<file path="src/rtl/id_ex_stage.sv">
// id_ex_stage: ID/EX pipeline register with operand forwarding select,
// load-use hazard detection and a RUN/BUBBLE/HOLD capture controller.
//
// Ports:
//   clk, rst_n                   clock, synchronous active-low reset
//   i_id_valid                   ID holds a valid instruction
//   i_id_raddr1/2, i_id_rdata1/2 source register numbers and register-file data
//   i_match_1/2, i_match_data1/2 forwarding hits and forwarded operand values
//   i_id_waddr, i_id_reg_wr      destination register and write enable
//   i_id_mem_rd                  instruction is a load
//   i_id_alu_op, i_id_imm        ALU operation and immediate
//   i_id_use_imm                 operand B takes the immediate
//   i_ex_ready                   EX accepts the ID/EX contents this cycle
//   i_flush                      redirect; kill the ID instruction
//   o_ex_*                       registered EX-stage instruction fields
//   o_id_stall                   hold PC and IF/ID this cycle
//   o_load_use                   combinational load-use hazard
module id_ex_stage #(
  parameter int ALUOP_W = 4
) (
  input  logic               clk,
  input  logic               rst_n,
  input  logic               i_id_valid,
  input  logic [4:0]         i_id_raddr1,
  input  logic [4:0]         i_id_raddr2,
  input  logic [31:0]        i_id_rdata1,
  input  logic [31:0]        i_id_rdata2,
  input  logic               i_match_1,
  input  logic               i_match_2,
  input  logic [31:0]        i_match_data1,
  input  logic [31:0]        i_match_data2,
  input  logic [4:0]         i_id_waddr,
  input  logic               i_id_reg_wr,
  input  logic               i_id_mem_rd,
  input  logic [ALUOP_W-1:0] i_id_alu_op,
  input  logic [31:0]        i_id_imm,
  input  logic               i_id_use_imm,
  input  logic               i_ex_ready,
  input  logic               i_flush,
  output logic               o_ex_valid,
  output logic [31:0]        o_ex_op_a,
  output logic [31:0]        o_ex_op_b,
  output logic [31:0]        o_ex_store_data,
  output logic [4:0]         o_ex_waddr,
  output logic               o_ex_reg_wr,
  output logic               o_ex_mem_rd,
  output logic [ALUOP_W-1:0] o_ex_alu_op,
  output logic               o_id_stall,
  output logic               o_load_use
);
  typedef enum logic [1:0] {RUN, BUBBLE, HOLD} state_t;
  state_t               r_state;
  logic                 r_ex_valid;
  logic [31:0]          r_ex_op_a;
  logic [31:0]          r_ex_op_b;
  logic [31:0]          r_ex_store_data;
  logic [4:0]           r_ex_waddr;
  logic                 r_ex_reg_wr;
  logic                 r_ex_mem_rd;
  logic [ALUOP_W-1:0]   r_ex_alu_op;
  logic [31:0]          w_src1;
  logic [31:0]          w_src2;
  logic                 w_lu_bubble;
  logic                 w_bubble;
  logic                 w_keep;

  // Register 0 always reads as zero, even when the forwarding unit reports a hit.
  assign w_src1 = (i_id_raddr1 == 5'd0) ? 32'd0 : i_match_1 ? i_match_data1 : i_id_rdata1;
  assign w_src2 = (i_id_raddr2 == 5'd0) ? 32'd0 : i_match_2 ? i_match_data2 : i_id_rdata2;

  assign o_load_use = r_ex_valid & r_ex_mem_rd & r_ex_reg_wr & (r_ex_waddr != 5'd0) & i_id_valid &
                      ((r_ex_waddr == i_id_raddr1) | (r_ex_waddr == i_id_raddr2));
  assign o_id_stall = o_load_use | ~i_ex_ready;

  // A bubble is inserted at most once per load: the cycle after a bubble the
  // load has moved to MEM and the ID instruction is captured with forwarding.
  assign w_lu_bubble = o_load_use & (r_state != BUBBLE);
  assign w_bubble    = i_flush | w_lu_bubble;
  assign w_keep      = i_id_valid & ~w_bubble;

  always_ff @(posedge clk) begin
    if (!rst_n) begin
      r_state         <= RUN;
      r_ex_valid      <= 1'b0;
      r_ex_op_a       <= 32'd0;
      r_ex_op_b       <= 32'd0;
      r_ex_store_data <= 32'd0;
      r_ex_waddr      <= 5'd0;
      r_ex_reg_wr     <= 1'b0;
      r_ex_mem_rd     <= 1'b0;
      r_ex_alu_op     <= '0;
    end else if (!i_ex_ready) begin
      r_state <= HOLD;
    end else begin
      r_state         <= (w_lu_bubble & ~i_flush) ? BUBBLE : RUN;
      r_ex_valid      <= w_keep;
      r_ex_reg_wr     <= w_keep & i_id_reg_wr;
      r_ex_mem_rd     <= w_keep & i_id_mem_rd;
      r_ex_op_a       <= w_src1;
      r_ex_op_b       <= i_id_use_imm ? i_id_imm : w_src2;
      r_ex_store_data <= w_src2;
      r_ex_waddr      <= i_id_waddr;
      r_ex_alu_op     <= i_id_alu_op;
    end
  end

  assign o_ex_valid      = r_ex_valid;
  assign o_ex_op_a       = r_ex_op_a;
  assign o_ex_op_b       = r_ex_op_b;
  assign o_ex_store_data = r_ex_store_data;
  assign o_ex_waddr      = r_ex_waddr;
  assign o_ex_reg_wr     = r_ex_reg_wr;
  assign o_ex_mem_rd     = r_ex_mem_rd;
  assign o_ex_alu_op     = r_ex_alu_op;
endmodule

</file>
<file path="config.mk">
export PLATFORM = sky130hd
export DESIGN_NAME = id_ex_stage
export DESIGN_NICKNAME = d
export VERILOG_FILES = /design/src/rtl/id_ex_stage.sv
export SDC_FILE = /design/constraint.sdc
export NUM_CORES = 1
export LEC_CHECK = 0
export ABC_AREA = 1
export CORE_ASPECT_RATIO = 0.8
export CORE_UTILIZATION = 30
export DETAILED_ROUTE_END_ITERATION = 12
export DONT_BUFFER_PORTS = 1
export HOLD_SLACK_MARGIN = 0.12
export SYNTH_ARGS = -nofsm -noshare
export SYNTH_HDL_FRONTEND = slang
export SYNTH_SLANG_ARGS = --single-unit
export TNS_END_PERCENT = 50
</file>
<file path="constraint.sdc">
create_clock -name clk -period 1.3 [get_ports clk]
set_input_delay 0.325 -clock clk [delete_from_list [all_inputs] [get_ports clk]]
set_output_delay 0.325 -clock clk [all_outputs]
set_load 0.02 [all_outputs]
</file>
==> qor.csv, run 1 <==
stage,metric,value,unit
placed_design,io_buffers,0,
worst_setup_path,worst-path-max-fanout,4,
worst_setup_path,cp_data_required_time,980,ps
timing,hold_violations,0,
logic_synthesis,synth_ff_type,dfxtp_1,
placed_design,dp_hpwl,10.4,mm
power_and_ir_drop,p_leak,0.00279,uW
clocking,clk_latency,350,ps
clocking,numCtsBuffers,9,
route,drt_pass1_iterations,4,
placed_design,place_ws,-40.8,ps
route,wl_per_cell,15.0,um
run_status,violations,setup timing,
logic_synthesis,synth_area_leaders,"dfxtp_1 45%, nand2_1 17%, o21ai_0 8.4%",
timing,period_share,127,%
clocking,path_clk_slew,80,ps
grt,grt_first_pass_wirelength,20.7,mm
placed_design,placed_area,0.00530,mm^2
run_status,outcome,finished with violations,
logic_synthesis,synth_warnings,0,
logic_synthesis,synth_area,0.00494,mm^2
die,die_area,0.0170,mm^2
worst_setup_path,setup.worst_path.end_class,output pin,
timing,worst_pin_slew,323,ps
layout,areaGrowthSynthToFinish,23.2,%
logic_synthesis,synth_cell_types,28,
grt,overflow,0,
min_path,worst_hold_path_type,in -> reg,
layout,diodes,0,
layout,design_area,0.00608,mm^2
timing,setup_viol,6,
route,drc_errors,0,
worst_setup_path,path_class,reg -> out,
timing,slew_violations,0,
logic_synthesis,syn_avg_cell_area,7.43,um^2
logic_synthesis,yosys.area.top_type,dfxtp_1,
timing,rsz0062_at_grt,yes,
timing,worst_slack,-351,ps
logic_synthesis,synth_seq_cells,110,
worst_setup_path,crit_buf_inv,1,
die,die_y,117,um
grt,antenna_found_initial,0,
logic_synthesis,synth_fp_nets,853,
clocking,cts_htree_levels,3,
die,coreArea,0.0159,mm^2
logic_synthesis,synthCells,664,
grt,grt_pass1_vias,3964,
worst_setup_path,critPathTopFamily,simple AND/OR/NAND/NOR gates,
grt,gr-usage-all-layers,15.9,%
power_and_ir_drop,power-per-cell-area,1280,mW/mm^2
route,drtIter0Drc,196,
timing,fin_crit,1650,ps
clocking,cts.sinks,110,
flow_run,maxCapViolCount,0,
layout,drive_gt1_share,12.3,%
logic_synthesis,synthTopCellsByCount,"229 x nand2_1, 110 x dfxtp_1, 83 x o21ai_0",
route,post_drt_via_cell_ratio,4.70,
layout,nNetsFinal,901,
die,die_x,145,um
timing,fin_skew,1.14,ps
die,rows,41,
layout,fill_cells,1685,
clocking,cts_root_buf,clkbuf_16,
placed_design,place_congestion,0.870,
logic_synthesis,synth-async-reset-ratio,0,%
die,start_util,31.0,%
timing,maxSlewHeadroom,78.2,%
logic_synthesis,yosysTopAreaCellShare,44.6,%
route,vias,4378,
route,drt_wl_total,14.0,mm
worst_setup_path,start_kind,flop,
die,boundaryPins,299,
logic_synthesis,synth_edf_count,0,
worst_setup_path,crit_chain,inv_2 -> nand2_1 -> nand2_1 -> nor2_1 -> nand3_1 -> nand2_2 -> nand2_4 -> nand2_4,
grt,grt_max_degree,68,
worst_setup_path,slowest_delay,360,ps
worst_setup_path,slowest_stage,dfxtp_4,
clocking,clock_path_buffers,2,
clocking,tritoncts,yes,
worst_setup_path,crit_arrival,1330,ps
logic_synthesis,yosysMostFrequentCell,nand2_1,
timing,whs,185,ps
route,ant_nets,0,
timing,fmax,606,MHz
power_and_ir_drop,ir_worst_vdd,0.000626,V
logic_synthesis,yosysSeqAreaShare,44.6,%
-- area by class of cell --
cell class / instances / area, um^2 / area share [%]
tap: 215 / 269 / 4.42
clock buffer: 9 / 225 / 3.70
timing repair buffer: 79 / 781 / 12.8
clock inverter: 7 / 88.8 / 1.46
inverter: 55 / 209 / 3.44
multi-input combinational: 457 / 2290 / 37.6
sequential: 110 / 2220 / 36.5
-- worst paths after layout --
check	start	endpoint	slack [ps]	cells past startpoint
worst min-delay path	i_flush	o_ex_mem_rd$_SDFFE_PN0P_	190	3
worst max-delay path	o_ex_waddr[3]$_SDFFE_PN0P_	o_id_stall	-350	8
worst min register to register	o_ex_waddr[4]$_SDFFE_PN0P_	o_ex_waddr[4]$_SDFFE_PN0P_	540	2
worst max register to register	o_ex_waddr[0]$_SDFFE_PN0P_	o_ex_reg_wr$_SDFFE_PN0P_	-130	12
-- registers in the layout, indices dropped and copies added (netlist names) --
register	flops
o_ex_op_a	32
r_state	2
o_ex_valid	1
o_ex_reg_wr	1
o_ex_store_data	32
o_ex_op_b	32
o_ex_mem_rd	1
o_ex_alu_op	4
o_ex_waddr	5
-- cells by family after synthesis --
| logic type | share of synthesized area (%) |
|---|---|
| DFF | 44.6 |
| muxes | 6.49 |
| xor gates and xnor gates | 0.355 |
| and+or+nand+nor | 20.0 |
| AOI/OAI and AO/OA | 18.8 |
| buffers and inverters | 9.73 |
-- cells in the final DEF (no fill, tap or decap) --
master	netlist	routed
xnor2_1	2	2
nor2_2	1	1
nand2_1	229	225
inv_4	0	1
inv_2	1	7
nor2_4	0	1
nand3_4	0	1
nand2_4	0	2
inv_1	53	46
dfxtp_4	0	5
clkinv_1	1	1
nand3_2	2	1
nor2_1	9	8
o21ai_1	40	40
a21oi_1	32	32
dfxtp_1	110	105
buf_12	0	6
inv_8	0	1
nand2_2	1	3
bufinv_16	0	1
dlygate4sd3_1	0	42
nor3_2	2	2
a22o_1	4	4
buf_6	7	2
o31ai_4	1	1
clkbuf_16	0	9
clkinv_2	0	1
o21bai_1	1	1
nand3_1	6	6
buf_4	9	29
nand4_1	2	2
o21ai_0	83	83
o21ai_2	10	10
mux2i_1	32	32
clkinv_8	0	1
inv_6	0	3
-- worst min-delay path: cells and delay by family --
family / cells / cell delay [ps]
and+or+nand+nor: 3 / 170
-- per-layer routing --
layer | up-vias | part of all wire (%) | wire length (um) | global-route usage (%)
met5 | - | 0 | 0 | 0
met4 | 0 | 1.0 | 140 | 4.77
met3 | 12 | 7.1 | 991 | 4.34
met2 | 207 | 50 | 7010 | 29.1
met1 | 1922 | 42 | 5820 | 18.2
li1 | 2237 | - | - | -
-- power breakdown --
| group | internal (uW) | switching (uW) | total [uW] |
|---|---|---|---|
| combinational | 419 | 458 | 878 |
| clock | 1540 | 1330 | 2870 |
| sequential | 3590 | 429 | 4020 |
| total | 5550 | 2220 | 7770 |
-- metrics by stage --
| stage | total power, uW | util [%] | cells | TNS, ps |
|---|---|---|---|---|
| 5_1_grt | 8180 | 38.2 | 932 | -1730 |
| 3_5_place_dp | 4860 | 33.3 | 872 | -129 |
| 4_1_cts | 7930 | 38.2 | 931 | -803 |
| 3_3_place_gp | 4850 | 33.3 | 872 | -156 |
| 2_1_floorplan | 4640 | - | 664 | 0 |
| 6_report | 7770 | 38.2 | 932 | -1150 |
-- repair_timing --
| action | in CTS | in global routing |
|---|---|---|
| endpoints found under the setup margin | 3 | 7 |
| gates resized for setup | 10 | 5 |
| buffers inserted | 1 | 1 |
| endpoints found under the hold margin | 42 | 0 |
| hold buffers | 42 | 0 |
| pin swaps | 6 | 9 |
No activity file was read; power rests on OpenSTA's default activity.
==> run 2: changes to the inputs <==
Clock period 1.3 ns to 1.6 ns, I/O delays scaled along.
==> qor.csv, run 2 (synthesis gave the netlist of run 1 again) <==
stage,metric,value,unit,change
layout,nNetsFinal,842,,-6.5%
layout,design_area,0.00552,mm^2,-9.3%
route,vias,4125,,-5.8%
layout,drive_gt1_share,9.57,%,-2.7 points
placed_design,place_congestion,0.881,,+1.3%
layout,fill_cells,1712,,+1.6%
power_and_ir_drop,p_leak,0.00253,uW,-9.3%
worst_setup_path,crit_arrival,1330,ps,about the same
grt,grt_max_degree,75,,+10%
route,post_drt_via_cell_ratio,4.73,,+0.59%
route,drt_pass1_iterations,4,,unchanged
layout,areaGrowthSynthToFinish,11.8,%,
die,coreArea,0.0159,mm^2,unchanged
timing,setup_viol,2,,-4
timing,fin_skew,2.12,ps,+0.982 ps
power_and_ir_drop,ir_worst_vdd,0.000582,V,-7.1%
grt,grt_pass1_vias,3646,,-8.0%
route,drtIter0Drc,239,,+22%
worst_setup_path,start_kind,flop,,
die,die_y,117,um,unchanged
timing,hold_violations,0,,unchanged
timing,worst_pin_slew,365,ps,+41.7 ps
worst_setup_path,slowest_stage,dfxtp_2,,
layout,diodes,0,,unchanged
min_path,worst_hold_path_type,in -> reg,,
run_status,outcome,finished with violations,,
clocking,clock_path_buffers,2,,unchanged
clocking,clk_latency,340,ps,about the same
worst_setup_path,cp_data_required_time,1200,ps,+220 ps
placed_design,placed_area,0.00514,mm^2,-2.9%
die,die_area,0.0170,mm^2,unchanged
clocking,numCtsBuffers,9,,unchanged
clocking,cts_root_buf,clkbuf_16,,
run_status,violations,setup timing,,
timing,worst_slack,-131,ps,+219 ps
clocking,cts.sinks,110,,unchanged
clocking,path_clk_slew,80,ps,about the same
timing,period_share,108,%,
timing,slew_violations,0,,unchanged
die,rows,41,,unchanged
grt,antenna_found_initial,0,,unchanged
timing,maxSlewHeadroom,75.4,%,-2.8 points
grt,gr-usage-all-layers,14.8,%,-1.1 points
layout,final_cell_mix,"226 x nand2_1, 105 x dfxtp_1, 83 x o21ai_0",,
route,ant_nets,0,,unchanged
route,wl_per_cell,14.9,um,-0.59%
clocking,cts_htree_levels,3,,unchanged
grt,overflow,0,,unchanged
clocking,tritoncts,yes,,
flow_run,maxCapViolCount,0,,unchanged
worst_setup_path,crit_chain,inv_1 -> nand2_1 -> nand2_1 -> nor2_1 -> nand3_1 -> nand2_2 -> nand2_4 -> nand2_4,,
worst_setup_path,critPathTopFamily,simple AND/OR/NAND/NOR gates,,
timing,rsz0062_at_grt,yes,,
route,drc_errors,0,,unchanged
route,drt_wl_total,13.0,mm,-6.9%
die,die_x,145,um,unchanged
power_and_ir_drop,power-per-cell-area,1110,mW/mm^2,-13%
grt,grt_first_pass_wirelength,19.4,mm,-6.2%
worst_setup_path,worst-path-max-fanout,4,,unchanged
worst_setup_path,path_class,reg -> out,,
placed_design,dp_hpwl,9.49,mm,-8.8%
layout,layout_commonest_cell,nand2_1,,
die,boundaryPins,299,,unchanged
timing,fin_crit,1730,ps,
worst_setup_path,crit_buf_inv,1,,unchanged
placed_design,io_buffers,0,,unchanged
worst_setup_path,setup.worst_path.end_class,output pin,,
worst_setup_path,slowest_delay,350,ps,about the same
layout,final_util,34.7,%,-3.6 points
die,start_util,31.0,%,unchanged
timing,fmax,578,MHz,
## run 2: cell count changes in the layout (fill, tap and decap cells not counted), sizes merged
cell         change
buf             -18
clkbuf           +2
clkinv           -1
clkinvlp         +1
dlygate4sd3     -41
inv              -2
## run 2: routing by layer
metal | track usage [%] | wire length [um] | up-vias
li1 | - | - | 2121
met1 | 18.2 | 5640 | 1799
met2 | 25.5 | 6190 | 196
met3 | 4.38 | 1050 | 9
met4 | 4.21 | 125 | 0
met5 | 0 | 0 | -
## run 2: report_power, final
group          internal [uW]  switching (uW)  leakage [uW]  total [uW]
Combinational            244             340       0.00148         584
Clock                   1240            1040      0.000142        2280
Sequential              2920             344      0.000909        3260
Total                   4400            1720       0.00253        6120
## run 2: stage by stage
stage	TNS (ps)	setup WS [ps]	hold slack [ps]	std cells	total power, uW
finish	-255	-131	154	873	6120
detailed placement	0	81.8	474	853	3910
global placement	0	98.7	473	853	3900
CTS	-300	-159	133	872	6230
global route	-505	-256	142	873	6440
floorplan	0	64.8	470	664	3770
## run 2: final cells by class
type | instances | area, um^2 | share of cell area, %
Multi-Input combinational cell | 457 | 2280 | 41.4
Sequential cell | 110 | 2220 | 40.2
Tap cell | 215 | 269 | 4.88
Timing Repair Buffer | 20 | 240 | 4.35
Clock buffer | 11 | 233 | 4.22
Inverter | 55 | 209 | 3.79
Clock inverter | 5 | 66.3 | 1.20
## run 2: final timing paths
kind	startpoint	end	slack, ps	cells past startpoint
worst max-delay path	o_ex_waddr[2]$_SDFFE_PN0P_	o_id_stall	-130	8
worst min-delay path	i_id_imm[12]	o_ex_op_b[12]$_SDFFE_PN0P_	150	2
worst max register to register	o_ex_waddr[2]$_SDFFE_PN0P_	o_ex_valid$_SDFFE_PN0P_	230	11
worst min register to register	o_ex_waddr[2]$_SDFFE_PN0P_	o_ex_waddr[2]$_SDFFE_PN0P_	550	2
## run 2: repair_timing
item	in CTS	in global routing
hold endpoints to repair	1	0
pin swaps	2	4
buffers inserted	2	1
gates resized for setup	15	3
endpoints found under the setup margin	2	2
hold buffers	1	0
